## src/rtl/prefix_adder_pipe.sv

```systemverilog
// Pipelined parallel-prefix (Kogge-Stone) adder/subtractor with valid/ready handshake.
// Optional macro PREFIX_ADDER_SAT_EN: saturate s on signed overflow.
module prefix_adder_pipe #(
    parameter int unsigned WIDTH  = 16,
    parameter int unsigned STAGES = 2
) (
    input  logic             clk,
    input  logic             rst_n,
    input  logic             in_valid,
    output logic             in_ready,
    input  logic [WIDTH-1:0] x,
    input  logic [WIDTH-1:0] y,
    input  logic             sub,
    input  logic             ci,
    output logic             out_valid,
    input  logic             out_ready,
    output logic [WIDTH-1:0] s,
    output logic             co,
    output logic             ov
);

    localparam int unsigned Levels = $clog2(WIDTH);

    // Number of prefix levels already applied to the data held in stage j.
    function automatic int unsigned done_lv(input int unsigned j);
        if (j == 0 || STAGES == 1) return 0;
        return (j * Levels) / (STAGES - 1);
    endfunction

    function automatic bit is_bnd(input int unsigned l);
        for (int unsigned j = 0; j < STAGES; j++) begin
            if (done_lv(j) == l) return 1'b1;
        end
        return 1'b0;
    endfunction

    function automatic int unsigned stage_at(input int unsigned l);
        for (int unsigned j = 0; j < STAGES; j++) begin
            if (done_lv(j) == l) return j;
        end
        return 0;
    endfunction

    logic             v_q  [STAGES];
    logic             v_d  [STAGES];
    logic [WIDTH-1:0] g_q  [STAGES];
    logic [WIDTH-1:0] g_d  [STAGES];
    logic [WIDTH-1:0] p_q  [STAGES];
    logic [WIDTH-1:0] p_d  [STAGES];
    logic [WIDTH-1:0] h_q  [STAGES];
    logic [WIDTH-1:0] h_d  [STAGES];
    logic             c0_q [STAGES];
    logic             c0_d [STAGES];

    logic             adv;
    logic [WIDTH-1:0] y_eff;
    logic             c0_in;
    logic [WIDTH-1:0] gen_in;
    logic [WIDTH-1:0] prop_in;
    logic [WIDTH-1:0] g_fin;

    assign out_valid = v_q[STAGES-1];
    assign adv       = out_ready | ~out_valid;
    assign in_ready  = adv;

    // Carry-in is folded into bit 0's generate so the tree yields carries directly.
    always_comb begin
        y_eff      = sub ? ~y : y;
        c0_in      = sub | ci;
        prop_in    = x ^ y_eff;
        gen_in     = x & y_eff;
        gen_in[0]  = gen_in[0] | (prop_in[0] & c0_in);
    end

    for (genvar l = 0; l < Levels; l++) begin : g_lvl
        localparam int Dist = 1 << l;
        logic [WIDTH-1:0] gi;
        logic [WIDTH-1:0] pi;
        logic [WIDTH-1:0] go;
        logic [WIDTH-1:0] po;

        if (is_bnd(l)) begin : g_src_reg
            assign gi = g_q[stage_at(l)];
            assign pi = p_q[stage_at(l)];
        end else begin : g_src_prev
            assign gi = g_lvl[(l > 0) ? l - 1 : 0].go;
            assign pi = g_lvl[(l > 0) ? l - 1 : 0].po;
        end

        for (genvar i = 0; i < WIDTH; i++) begin : g_bit
            if (i >= Dist) begin : g_cmb
                assign go[i] = gi[i] | (pi[i] & gi[i-Dist]);
                assign po[i] = pi[i] & pi[i-Dist];
            end else begin : g_pass
                assign go[i] = gi[i];
                assign po[i] = pi[i];
            end
        end
    end

    for (genvar j = 0; j < STAGES; j++) begin : g_stage
        if (j == 0) begin : g_first
            // Bubbles carry zero data so nothing stale lingers in the pipe.
            assign v_d[0]  = in_valid;
            assign g_d[0]  = in_valid ? gen_in  : '0;
            assign p_d[0]  = in_valid ? prop_in : '0;
            assign h_d[0]  = in_valid ? prop_in : '0;
            assign c0_d[0] = in_valid & c0_in;
        end else begin : g_next
            assign v_d[j]  = v_q[j-1];
            assign g_d[j]  = g_lvl[done_lv(j)-1].go;
            assign p_d[j]  = g_lvl[done_lv(j)-1].po;
            assign h_d[j]  = h_q[j-1];
            assign c0_d[j] = c0_q[j-1];
        end
    end

    if (STAGES > 1) begin : g_fin_reg
        assign g_fin = g_q[STAGES-1];
    end else begin : g_fin_comb
        logic unused_p;
        assign g_fin    = g_lvl[Levels-1].go;
        assign unused_p = ^g_lvl[Levels-1].po;
    end

    always_ff @(posedge clk or negedge rst_n) begin
        if (!rst_n) begin
            for (int unsigned j = 0; j < STAGES; j++) begin
                v_q[j]  <= 1'b0;
                g_q[j]  <= '0;
                p_q[j]  <= '0;
                h_q[j]  <= '0;
                c0_q[j] <= 1'b0;
            end
        end else if (adv) begin
            for (int unsigned j = 0; j < STAGES; j++) begin
                v_q[j]  <= v_d[j];
                g_q[j]  <= g_d[j];
                p_q[j]  <= p_d[j];
                h_q[j]  <= h_d[j];
                c0_q[j] <= c0_d[j];
            end
        end
    end

    logic [WIDTH-1:0] carry;
    logic [WIDTH-1:0] s_raw;
    logic [WIDTH-1:0] s_fix;
    logic             co_raw;
    logic             ov_raw;

    always_comb begin
        carry  = {g_fin[WIDTH-2:0], c0_q[STAGES-1]};
        s_raw  = h_q[STAGES-1] ^ carry;
        co_raw = g_fin[WIDTH-1];
        ov_raw = g_fin[WIDTH-1] ^ g_fin[WIDTH-2];
        s_fix  = s_raw;
`ifdef PREFIX_ADDER_SAT_EN
        // On overflow the wrapped sign is the opposite of the operands' common sign.
        if (ov_raw) begin
            s_fix = s_raw[WIDTH-1] ? {1'b0, {(WIDTH-1){1'b1}}} : {1'b1, {(WIDTH-1){1'b0}}};
        end
`endif
        s  = out_valid ? s_fix  : '0;
        co = out_valid & co_raw;
        ov = out_valid & ov_raw;
    end

endmodule

```

## config.mk

```make
export PLATFORM = sky130hd
export DESIGN_NAME = prefix_adder_pipe
export DESIGN_NICKNAME = d
export VERILOG_FILES = /design/src/rtl/prefix_adder_pipe.sv
export SDC_FILE = /design/constraint.sdc
export NUM_CORES = 1
export LEC_CHECK = 0
export BUFFER_PORTS_ARGS = -buffer_cell sky130_fd_sc_hd__buf_2
export CORE_UTILIZATION = 50
export CTS_CLUSTER_SIZE = 14
export DETAILED_ROUTE_END_ITERATION = 8
export PLACE_DENSITY = 0.78
export SLEW_MARGIN = 15
export SYNTH_ARGS = -nofsm -noshare
export SYNTH_HDL_FRONTEND = slang
export SYNTH_SLANG_ARGS = --single-unit
```

## constraint.sdc

```tcl
create_clock -name clk -period 2.05 [get_ports clk]
set_input_delay 0.3075 -clock clk [delete_from_list [all_inputs] [get_ports clk]]
set_output_delay 0.3075 -clock clk [all_outputs]
set_load 0.005 [all_outputs]
```

==> flow_summary_export.csv, run 1 <==
group,metric,value,unit
status,status,"finished, final reports clean",
sta,finalClockSkew,0.00590,ns
cts,cts_setup_buffers,0,
floorplanning,die-area,7480,µm²
route,routedWlPerCell,13.3,µm
yosys,ys.flop_type,"dfrtp_1",
finish,diodes,0,
sta,fmax,556,MHz
yosys,ys_ff_latch,68,
yosys,synthSimpleGateAreaFrac,0.260,
cts,cts_root_buf,"clkbuf_8",
floorplanning,start_util,0.523,
sta,max_slew_margin,0.581,
yosys,synth_common_cells,"134 x nand2_1, 68 x dfrtp_1, 34 x nand3_1, 33 x xor2_1, 20 x and2_1",
cts,clkTransAtPathRegs,0.07,ns
yosys,synth_compound_area_frac,0.0911,
route,ant_nets,0,
setup_path,path_cells,"nor2b_4 -> clkinv_2 -> buf_4 -> buf_2",
yosys,synth_edf_count,0,
global_routing,grt_usage,0.226,
setup_path,slowest_stage,"dfrtp_1",
power_and_ir_drop,swShare,0.304,
yosys,netlist_area,3570,µm²
floorplanning,num_io_pins,58,
route,via_per_inst,5.18,
setup_path,crit_fanout,44,
finish,layout-drive-gt1-share,0.188,
finish,nFillCells,628,
yosys,synth_top_family_by_area,"simple AND/OR/NAND/NOR gates",
global_routing,grt_pass1_wl,13000,µm
route,drt_pass1_iterations,4,
sta,drv_slew,0,
global_routing,antenna_found_initial,0,
cts,cts_tree,"yes",
yosys,synth_top_area_frac,0.477,
finish,fin_cells,559,
sta,setup_viol,0,
setup_path,worstSetupEndpointType,"output port",
sta,rsz0062_at_grt,"no",
yosys,syn_avg_cell_area,8.80,µm²
cts,htreeDepth,3,
route,drc,0,
power_and_ir_drop,cellLeakagePower,2.23,nW
global_routing,grt_max_degree,64,
yosys,ys_warn_count,0,
power_and_ir_drop,p_clk_frac,0.323,
yosys,synthArstFlopShare,1.00,
power_and_ir_drop,pwr-share-comb,0.212,
yosys,netlist_instances,406,
cts,cts_sinks,68,
cts,clk_latency,0.35,ns
yosys,synthTopCellsByArea,"dfrtp_1 48%, nand2_1 14%, xor2_1 8.1%",
power_and_ir_drop,irDropWorstVdd,0.459,mV
route,drt_iter0_drc,235,
route,vias,2898,
power_and_ir_drop,p_int,2.58,mW
setup_path,cp-start-kind,"flop",
placed_design,portBuffers,57,
floorplanning,die_h,86.5,µm
yosys,synth_xor_area_frac,0.0809,
placed_design,place_hpwl,5340,µm
floorplanning,chipWidth,86.5,µm
route,finalWirelength,7450,µm
yosys,seq_area_frac_synth,0.477,
placed_design,dp.cells,542,
sta,finalCritPeriodShare,0.877,
power_and_ir_drop,power_density,895,nW/µm²
yosys,synthAdderAreaFrac,0.0561,
yosys,yosysTopAreaCell,"dfrtp_1",
power_and_ir_drop,p_sw,1.13,mW
finish,nets,512,
sta,setup_tns,0,ns
hold_path,hold_class,"input port to flop",
floorplanning,num_rows,30,
setup_path,cp_slowest_stage_delay,0.38,ns
cts,cts_buffers,9,
sta,hold_viol_final,0,
flow_run,drv_cap,0,
setup_path,cp_data_required_time,1.74,ns
yosys,ys_types,35,
setup_path,crit_type,"flop to output port",
yosys,syn-num-nets,460,
cts,clk_path_buf_depth,2,
setup_path,critPathArrivalTime,1.49,ns
yosys,yosys.cell_count.top_type,"nand2_1",
global_routing,grt-ovfl-total,0,
sta,worst_pin_slew,0.628,ns
power_and_ir_drop,pwr-share-seq,0.466,
finish,area_growth,16.1,%
floorplanning,core-area,6830,µm²
global_routing,grt_pass1_vias,2798,
sta,fin_crit,1.80,ns
placed_design,place_congestion,0.855,
finish,fin_util,0.607,
yosys,synth_mux_area_frac,0,
## through the flow
stage          hold slack (ns)  area [µm²]  setup WS (ns)  power, mW
6_report                 0.261        4150          0.253       3.71
3_5_place_dp             0.348        3920          0.392       2.54
5_1_grt                  0.308        4150          0.164       3.94
2_1_floorplan           0.0119        3570          0.600       2.24
4_1_cts                  0.253        4150          0.241       3.75
3_3_place_gp             0.346        3920          0.468       2.51
## critical path, delay by kind of cell, from the launching register on
family | cells | cell delay, ns
buffers and inverters | 3 | 0.62
DFF | 1 | 0.38
and+or+nand+nor | 1 | 0.13
## cell families after synthesis
logic type               Yosys count
AND/OR/NAND/NOR                  214
adder cells (fa/ha/maj)           16
AO/OA/AOI/OAI                     50
XOR/XNOR                          33
flip-flops                        68
buffers and inverters             25
## final timing paths
check                                            start                     endpoint  slack [ns]  cells past startpoint
min reg2reg                g_lvl[0].gi[15]$_DFFE_PN0P_  g_lvl[0].gi[15]$_DFFE_PN0P_        0.48                      2
min                                                 ci          c0_d[0]$_DFFE_PN0P_        0.26                      3
max in group asynchronous                        rst_n   g_lvl[0].pi[7]$_DFFE_PN0P_        0.97                      3
max                              out_valid$_DFFE_PN0P_                     in_ready        0.25                      4
max reg2reg                 g_lvl[0].pi[1]$_DFFE_PN0P_        g_fin[10]$_DFFE_PN0P_        0.35                      5
min in group asynchronous                        rst_n   g_lvl[0].gi[2]$_DFFE_PN0P_        0.51                      2
## cell usage in the layout (no fill, tap or decap), types with 6 or more instances in the layout
cell	netlist	final
o21ai_1	6	6
clkbuf_8	0	9
nand2_1	134	134
ha_1	16	16
a21oi_1	18	18
nand3_1	34	34
xor2_1	33	33
and2_1	20	20
dfrtp_1	68	68
buf_4	1	6
nor2_1	17	17
buf_2	10	57
## repair_timing
item,CTS,global route
endpoints found under the hold margin,22,0
hold buffers,1,0
gates resized for setup,0,0
## final cells by class
cell class              count  area, µm²  share of cell area
clock buffers               9        124              0.0299
flip-flops and latches     68       1700               0.411
inverters                   1       5.00             0.00121
well taps                  96        120              0.0290
multi-input cells         313       1740               0.420
repair buffers             65        360              0.0869
clock inverters             7       91.3              0.0220
## layer usage
layer	vias up	track usage	wire length, µm
li1	1439	-	-
met3	10	0.0343	530
met2	100	0.327	3370
met1	1349	0.335	3400
met4	0	0.106	142
met5	-	0	0
## power groups by stage
stage	Combinational, mW	Clock, mW	Sequential [mW]
after global routing	0.906	1.28	1.76
final	0.785	1.20	1.73
after CTS	0.800	1.22	1.73
after floorplan	0.549	0	1.69
after global placement	0.773	0	1.74
after detailed placement	0.793	0	1.75
No activity file was read; power rests on OpenSTA's default activity.
==> inputs of run 2 (changes only) <==
CORE_MARGIN = 5   (was unset)
clock period = 1.7 ns   (was 2.05 ns; I/O delays follow)
==> run 2 against run 1 <==
Hold slack lost 0.046 ns. Setup slack lost 0.15 ns. Power grew 14%. Largest cell class unchanged.
==> flow_summary_export.csv, run 2 (synthesis gave the netlist of run 1 again) <==
group,metric,value,unit
global_routing,grt_usage,0.184,
setup_path,r2r_slack,0.1,ns
setup_path,crit_fanout,4,
floorplanning,start_util,0.520,
cts,cts_setup_buffers,0,
flow_run,drv_cap,0,
route,wl_met1,3390,µm
global_routing,grt-ovfl-total,0,
global_routing,antenna_found_initial,0,
floorplanning,core-area,6870,µm²
power_and_ir_drop,p_int,2.96,mW
route,drt_iter0_drc,287,
sta,fin_crit,1.60,ns
sta,setup_viol,0,
power_and_ir_drop,p_clk_frac,0.280,
hold_path,min_from,"ci",
route,drc,0,
finish,layout-drive-gt1-share,0.184,
power_and_ir_drop,cellLeakagePower,2.22,nW
setup_path,worstReg2RegStart,"g_lvl[0].pi[1]$_DFFE_PN0P_",
floorplanning,num_io_pins,58,
sta,hold_viol_final,0,
hold_path,hold_class,"input port to flop",
finish,final_cell_mix,"134 x nand2_1, 68 x dfrtp_1, 57 x buf_2",
sta,drv_slew,0,
sta,finalCritPeriodShare,0.942,
power_and_ir_drop,swShare,0.301,
setup_path,cp_data_required_time,1.89,ns
route,ant_nets,0,
setup_path,worstSetupEndpointType,"flop",
cts,cts_buffers,9,
placed_design,place_hpwl,5340,µm
finish,fin_cells,559,
route,route.met2.wl,3420,µm
hold_path,min_to,"c0_d[0]$_DFFE_PN0P_",
placed_design,portBuffers,57,
sta,setup_tns,0,ns
cts,cts_tree,"yes",
route,finalWirelength,7430,µm
power_and_ir_drop,irDropWorstVdd,0.431,mV
global_routing,grt_pass1_vias,2781,
finish,final_common_cell,"nand2_1",
sta,worst_pin_slew,0.562,ns
setup_path,crit_type,"flop to flop",
cts,clk_path_buf_depth,2,
route,highest_layer,"met4",
floorplanning,die_h,94.5,µm
cts,clk_latency,0.33,ns
cts,clkTransAtPathRegs,0.07,ns
setup_path,cp_slowest_stage_delay,0.42,ns
power_and_ir_drop,power_density,1020,nW/µm²
setup_path,r2r-end,"g_fin[7]$_DFFE_PN0P_",
setup_path,critPathArrivalTime,1.79,ns
setup_path,rr_worst_depth,5,
setup_path,slowest_stage,"dfrtp_1",
route,via_per_inst,5.11,
finish,diodes,0,
hold_path,min_path_cells,3,
placed_design,dp.cells,542,
cts,cts_sinks,68,
route,routed-wl-met3,494,µm
placed_design,place_congestion,0.866,
power_and_ir_drop,pwr-share-comb,0.228,
sta,max_slew_margin,0.626,
power_and_ir_drop,pwr-share-seq,0.492,
floorplanning,num_rows,30,
sta,finalClockSkew,0.00849,ns
finish,nFillCells,602,
route,routedWlPerCell,13.3,µm
global_routing,grt_max_degree,69,
finish,nets,512,
cts,htreeDepth,3,
global_routing,grt_pass1_wl,12900,µm
cts,cts_root_buf,"clkbuf_8",
sta,rsz0062_at_grt,"no",
power_and_ir_drop,p_sw,1.28,mW
setup_path,cp-start-kind,"flop",
floorplanning,chipWidth,94.5,µm
finish,area_growth,16.2,%
route,vias,2859,
floorplanning,die-area,8930,µm²
sta,fmax,625,MHz
setup_path,path_cells,"a21oi_2 -> o21ai_1 -> a221o_1 -> o22ai_2 -> a21oi_1",
route,drt_pass1_iterations,4,
status,status,"finished, final reports clean",
## run 2: metrics by stage
step / setup slack, ns / util / cell area, µm² / power, mW / hold WS (ns)
after floorplan: 0.250 / - / 3570 / 2.70 / -0.0406
after global placement: 0.134 / 0.574 / 3950 / 3.05 / 0.299
after detailed placement: 0.0842 / 0.574 / 3950 / 3.08 / 0.297
after CTS: 0.0713 / 0.602 / 4140 / 4.27 / 0.205
after global routing: 0.00655 / 0.604 / 4150 / 4.53 / 0.252
final: 0.0994 / 0.604 / 4150 / 4.24 / 0.215
## run 2: area by class of cell
type                            count  area [µm²]  share of cell area
Clock buffer                       15         176              0.0425
Timing Repair Buffer               65         385              0.0929
Multi-Input combinational cell    313        1750               0.423
Clock inverter                      1        5.00             0.00121
Sequential cell                    68        1700               0.410
Tap cell                           96         120              0.0290
Inverter                            1        5.00             0.00121
## run 2: repair_timing
item / 4_1_cts / 5_1_grt
gates resized for setup: 0 / 2
setup endpoints to repair: 0 / 4
endpoints found under the hold margin: 68 / 0
hold buffers: 1 / 0
## run 2: power by group through the flow
stage	Sequential, mW	Combinational (mW)	Clock [mW]
after floorplan	2.04	0.662	0
after global placement	2.10	0.953	0
after detailed placement	2.11	0.976	0
after CTS	2.08	0.983	1.21
after global routing	2.12	1.12	1.28
final	2.08	0.967	1.19
## run 2: layer usage
metal  global-route usage  vias up
li1                     -     1433
met4               0.0877        0
met3               0.0367       10
met5                    0        -
met1                0.263     1324
met2                0.267       92
## run 2: how the worst max path moves through the flow
stage | end | cells past startpoint | start
finish | g_fin[7]$_DFFE_PN0P_ | 5 | g_lvl[0].pi[1]$_DFFE_PN0P_
global route | g_fin[7]$_DFFE_PN0P_ | 5 | g_lvl[0].pi[1]$_DFFE_PN0P_
detailed placement | g_fin[7]$_DFFE_PN0P_ | 5 | g_lvl[0].pi[1]$_DFFE_PN0P_
global placement | g_fin[15]$_DFFE_PN0P_ | 5 | g_lvl[0].pi[1]$_DFFE_PN0P_
floorplan | g_fin[10]$_DFFE_PN0P_ | 6 | g_lvl[0].pi[6]$_DFFE_PN0P_
CTS | g_fin[7]$_DFFE_PN0P_ | 5 | g_lvl[0].pi[1]$_DFFE_PN0P_
## run 2: critical path: cells and delay by family, from the launching register on
family         cells  cell delay [ns]
AO/OA/AOI/OAI      5             1.04
flip-flops         1             0.42
